--- src/rtl/clock_gater_pkg.sv ---
// Shared definitions for the clock gater bank: channel state encoding,
// default hold-off and the parameter range check used at elaboration.
package clock_gater_pkg;

  typedef enum logic [1:0] {
    OFF   = 2'd0,
    ON    = 2'd1,
    DRAIN = 2'd2
  } gate_state_e;

  localparam int unsigned HOLD_DEFAULT   = 3;
  localparam int unsigned HOLD_W_DEFAULT = 4;

  // True when the hold-off count fits in the counter width.
  function automatic bit hold_range_ok(input int unsigned hold, input int unsigned width);
    if (width >= 32) return 1'b1;
    return hold < (32'd1 << width);
  endfunction

endpackage

--- src/rtl/clock_gater_chan.sv ---
// One gated channel: request FSM with hold-off counter, plus the
// low-phase-transparent latch that makes the gate output glitch-free.
module clock_gater_chan
  import clock_gater_pkg::*;
#(
  parameter bit          INIT        = 1'b1,
  parameter int unsigned HOLD_W      = HOLD_W_DEFAULT,
  parameter int unsigned HOLD_CYCLES = HOLD_DEFAULT
) (
  input  logic clk,
  input  logic rst,
  input  logic cond,
  input  logic gate_en,
  output logic gate_q,
  output logic gate_out
);

  localparam logic [HOLD_W-1:0] HOLD_LOAD = HOLD_W'(HOLD_CYCLES);
  localparam logic [HOLD_W-1:0] CNT_ONE   = HOLD_W'(1);

  gate_state_e       state;
  logic [HOLD_W-1:0] cnt;

  always_ff @(posedge clk) begin
    if (rst) begin
      state  <= INIT ? ON : OFF;
      cnt    <= '0;
      gate_q <= INIT;
    end else begin
      unique case (state)
        OFF: begin
          if (cond) begin
            state  <= ON;
            gate_q <= 1'b1;
          end
        end
        ON: begin
          if (!cond) begin
            if (HOLD_CYCLES == 0) begin
              state  <= OFF;
              gate_q <= 1'b0;
            end else begin
              state <= DRAIN;
              cnt   <= HOLD_LOAD;
            end
          end
        end
        DRAIN: begin
          // A re-assert during drain returns to ON without the gate ever dropping.
          if (cond) begin
            state <= ON;
            cnt   <= '0;
          end else if (cnt == CNT_ONE) begin
            state  <= OFF;
            cnt    <= '0;
            gate_q <= 1'b0;
          end else begin
            cnt <= cnt - 1'b1;
          end
        end
        default: begin
          state  <= OFF;
          cnt    <= '0;
          gate_q <= 1'b0;
        end
      endcase
    end
  end

  // Transparent only while clk is low, so the output is stable across every high phase.
  always_latch begin
    if (!clk) gate_out = gate_en;
  end

  a_drain_cnt: assert property (@(posedge clk) disable iff (rst)
    (state == DRAIN) |-> (cnt != '0));
  a_gate_state: assert property (@(posedge clk) disable iff (rst)
    gate_q == (state != OFF));

endmodule

--- src/rtl/clock_gater_bank.sv ---
// NCH independent glitch-free clock gates sharing one oscillator.
// Define CLOCK_GATER_BYPASS_EN to add TEST_MODE, which forces every gate open.
module clock_gater_bank
  import clock_gater_pkg::*;
#(
  parameter int unsigned NCH         = 4,
  parameter bit          INIT        = 1'b1,
  parameter int unsigned HOLD_W      = HOLD_W_DEFAULT,
  parameter int unsigned HOLD_CYCLES = HOLD_DEFAULT
) (
  input  logic           CLK,
  input  logic           RST,
`ifdef CLOCK_GATER_BYPASS_EN
  input  logic           TEST_MODE,
`endif
  input  logic [NCH-1:0] COND,
  output logic           CLK_OUT,
  output logic [NCH-1:0] CLK_GATE_OUT,
  output logic [NCH-1:0] GATE_ON,
  output logic           ALL_OFF
);

  if (!hold_range_ok(HOLD_CYCLES, HOLD_W)) begin : g_bad_hold
    $error("clock_gater_bank: HOLD_CYCLES does not fit in HOLD_W bits");
  end
  if (NCH < 1 || NCH > 32) begin : g_bad_nch
    $error("clock_gater_bank: NCH must be 1..32");
  end

  logic           bypass;
  logic [NCH-1:0] gate_en;

`ifdef CLOCK_GATER_BYPASS_EN
  assign bypass = TEST_MODE;
`else
  assign bypass = 1'b0;
`endif

  // Bypass acts only on the latch input, so status outputs keep showing FSM state.
  assign gate_en = GATE_ON | {NCH{bypass}};
  assign CLK_OUT = CLK;
  assign ALL_OFF = &(~GATE_ON);

  for (genvar i = 0; i < NCH; i++) begin : g_chan
    clock_gater_chan #(
      .INIT       (INIT),
      .HOLD_W     (HOLD_W),
      .HOLD_CYCLES(HOLD_CYCLES)
    ) u_chan (
      .clk     (CLK),
      .rst     (RST),
      .cond    (COND[i]),
      .gate_en (gate_en[i]),
      .gate_q  (GATE_ON[i]),
      .gate_out(CLK_GATE_OUT[i])
    );
  end

endmodule

--- config.mk ---
export PLATFORM = sky130hd
export DESIGN_NAME = clock_gater_bank
export DESIGN_NICKNAME = d
export VERILOG_FILES = /design/src/rtl/clock_gater_pkg.sv /design/src/rtl/clock_gater_chan.sv /design/src/rtl/clock_gater_bank.sv
export SDC_FILE = /design/constraint.sdc
export NUM_CORES = 1
export LEC_CHECK = 0
export ABC_AREA = 1
export CORE_MARGIN = 1.5
export CORE_UTILIZATION = 25
export DETAILED_ROUTE_END_ITERATION = 16
export PLACE_DENSITY = 0.41
export SKIP_CTS_REPAIR_TIMING = 1
export SYNTH_ARGS = -nofsm -noshare
export SYNTH_HDL_FRONTEND = slang
export SYNTH_HIERARCHICAL = 1
export SYNTH_SLANG_ARGS = --single-unit
--- constraint.sdc ---
create_clock -name CLK -period 1.6 [get_ports CLK]
set_input_delay 0.24 -clock CLK [delete_from_list [all_inputs] [get_ports CLK]]
set_output_delay 0.24 -clock CLK [all_outputs]
set_load 0.05 [all_outputs]
* Yosys cells after proc, flatten, opt, wreduce, memory -nomap -nowiden
Cells that the tools add are included.
Widths: inputs -> output; s select.
** Operators by class
- Bitwise operators :: 9
- Multiplexer cells :: 56
- Eq/ne operators :: 32
- Add/sub/neg operators :: 4
- Reduce and logical (&&, ||, !) cells :: 17
** Operators with widths (count)
- $mux 4 :: 12
- $pmux 4 s3 :: 4
- $mux 2 :: 16
- $ne 2x2->1 const B :: 12
- $pmux 2 s3 :: 4
- $reduce_and 4->1 :: 5
- $eq 4x1->1 const B :: 4
- $mux 1 :: 16
- $sub 4x1->4 const B :: 4
- $ne 3x2->1 const B :: 4
- $pmux 1 s3 :: 4
- $reduce_and 3->1 :: 4
- $eq 2x1->1 const B :: 4
- $eq 2x2->1 const B :: 4
- $logic_not 2->1 :: 4
- $ne 2x1->1 const B :: 4
- $not 1->1 :: 8
- $reduce_and 2->1 :: 4
- $not 4->4 :: 1
** Word-level totals
- Bits of input ports :: 6
- Register bits after elaboration :: 28
- Bits in latches :: 4
- Output and inout bits :: 10

* Longest topological paths before layout
- Word-level depth :: 4
- Gate-level depth with buffers :: 9

* Cells and area by module
The synthesis kept the hierarchy.
** By module, submodules not included
- clock_gater_chan :: sequential area each 140.1 um^2, cells each 71, times used 4, area each 498.0 um^2
- clock_gater_bank :: sequential area each 0.0 um^2, cells each 8, times used 1, area each 33.8 um^2

==> summary.md <==
| Metric | Value |
|---|---|
| Status | `finished with violations` |
| Failing checks | `negative setup slack` |
| Power Density | `2277 nW/um^2` |
| Area Growth Syn to Fin | `22.67%` |
| PnR worst setup slack | `-0.4021 ns` |
| Synthesized flop and latch total | `32` |
| Max-slew violation count | `0` |
| NetSw | `2.701 mW` |
| Critical path peak fanout | `1` |
| Clk_lat worst skew | `0.39 ns` |
| Sw frac | `0.4773` |
| N_diodes | `0` |
| Post-route setup TNS | `-1.599 ns` |
| Antenna violations before repair | `0` |
| Skew final | `0.002902 ns` |
| CP Capture Type | `output port` |
| Startpoint class of the critical path | `latch` |
| Synthesized net count | `326` |
| CORE AREA | `7767 sq um` |
| GRT Resource Usage Total | `0.1056` |
| Vias in the first global route | `1,650` |
| Cell internal pwr | `2.958 mW` |
| Commonest cells after routing, fill and taps aside | `62 x nand2_1, 44 x inv_1, 28 x nand3_1, 28 x ha_1, 28 x dfxtp_1` |
| Worst vdd ir | `0.0006619 V` |
| HP Class | `flop to latch` |
| Largest net degree at the start of global routing | `17` |
| Fin Hold WS | `0.4499 ns` |
| Slew @ Worst Pin | `0.5016 ns` |
| DRC viols | `0` |
| DR vias | `1,734` |
| Max-Cap Viols | `0` |
| Critical path class | `latch to output port` |
| RSZ-0062 raised after global routing | `true` |
| Layout cells sized above 1 | `0.1824` |
| Number of port buffers | `15` |
| Nets | `351` |
| Final hold viol count | `0` |
| Gpl congestion | `0.7747` |
| Cell count after synthesis | `292` |
| TritonCTS clock tree | `done` |
| Iter 0 DRT Violations | `49` |
| First-pass GRT wire length | `6.955 mm` |
| CP cell instances | `buf_12` |
| Commonest non-fill, non-tap cell in the layout | `nand2_1` |
| Total power | `5.659 mW` |
| Static Leak | `1.186 nW` |
| Post-Route WL | `4.060 mm` |
| Starting density of the core | `0.2608` |
| Bufs and invs on worst path | `1` |
| Drt wl/cell | `9.667 microns` |
| Seq pwr share | `0.257` |
| Max_slew headroom | `0.6651` |
| Clock Power Share | `0.165` |
| Clk pin slew, worst setup/hold paths | `0.07 ns` |
| Worst path required time | `1.36 ns` |
| CP arrival | `1.76 ns` |
| First-pass detailed-route iteration total | `4` |
| CP max stage delay | `0.42 ns` |
| Largest delay share family, worst path | `latches` |
| Die X | `93.02 microns` |
| Logic pwr share | `0.578` |
| Rows | `32` |
| DP HPWL | `3.116 mm` |
| Avg Cell Area, Syn | `6.937 sq um` |
| Unique cell type count in the Yosys netlist | `17` |
| Filler cells | `882` |
| CP max-delay cell | `dlxtn_2` |
| Synthesized cell area | `2026 sq um` |
| Die ar. | `8652 sq um` |
| Via-to-Cell Ratio | `4.129` |
| Final setup fails | `4` |
| Die height | `93.02 microns` |
| Post-route ant nets | `0` |
| Yosys warnings | `6` |
| Pre-CTS worst setup slack | `-0.1121 ns` |
| I/O pins | `16` |
| Total gr overflow | `0` |
layout make-up:
type / instances / area, sq um / share of cell area
repair buffers: 15 / 200.2 / 0.08056
well taps: 102 / 127.6 / 0.05136
inverters: 52 / 195.2 / 0.07855
multi-input cells: 207 / 1202 / 0.4839
clock inverters: 1 / 3.754 / 0.001511
clock buffers: 11 / 130.1 / 0.05237
flip-flops and latches: 32 / 625.6 / 0.2518
cells by family after synthesis:
kind of cell,Yosys count,synth area share
compound gates,32,0.08647
xor+xnor,4,0.01729
fa+ha+maj,28,0.1729
buf+inv,53,0.1001
flops,28,0.2767
latches,4,0.02965
simple gates,143,0.3169
stage by stage:
step / util / instances / instance area, sq um
finish: 0.3199 / 420 / 2485
global route: 0.3199 / 420 / 2485
CTS: 0.3196 / 420 / 2482
detailed placement: 0.3040 / 409 / 2361
global placement: 0.3040 / 409 / 2361
floorplan: - / 292 / 2031
flip-flops by register name, indices dropped and copies added, names as in the netlist:
register and flops:
g_chan.u_chan/gate_out 4, g_chan.u_chan/cnt 16, g_chan.u_chan/gate_q 4, g_chan.u_chan/state 8
power groups by stage:
stage,Clock (mW),Combinational (mW),Sequential [mW]
final,0.936,3.27,1.45
after global routing,1.02,3.79,1.51
after CTS,0.990,3.32,1.46
after detailed placement,0.144,3.31,1.47
after global placement,0.144,3.32,1.48
after floorplan,0.135,2.35,1.65
cells in the mapped netlist:
cell      n  area [sq um]
nor2_1   25         93.84
o21a_2    4         35.03
nor2_2    8         50.05
nand3_1  28         140.1
buf_4     1         7.510
o21ai_1   4         20.02
nand2_2  16         100.1
inv_1    44         165.2
dlxtn_1   4         60.06
xnor2_1   4         35.03
ha_1     28         350.3
nand4_1   4         25.02
dfxtp_1  28         560.5
o21ai_0   4         20.02
a21oi_1  20         100.1
nand2_1  62         232.7
inv_2     8         30.03
worst paths after layout:
path	slack, ns	from	end	depth (start not counted)
setup reg to reg	0.26	g_chan[3].u_chan/state[0]	g_chan[3].u_chan/cnt[3]	7
hold / removal	0.45	g_chan[0].u_chan/gate_q	g_chan[0].u_chan/gate_out	0
setup / recovery	-0.40	g_chan[0].u_chan/gate_out	CLK_GATE_OUT[0]	1
hold reg to reg	0.45	g_chan[0].u_chan/gate_q	g_chan[0].u_chan/gate_out	0
metal layers:
| layer | wire length [microns] | track usage | vias up |
|---|---|---|---|
| met3 | 198 | 0.04634 | 7 |
| met2 | 1728 | 0.1557 | 20 |
| met5 | 0 | 0 | - |
| li1 | - | - | 959 |
| met1 | 2058 | 0.1286 | 748 |
| met4 | 74 | 0.05556 | 0 |
No activity file was read; power rests on OpenSTA's default activity.
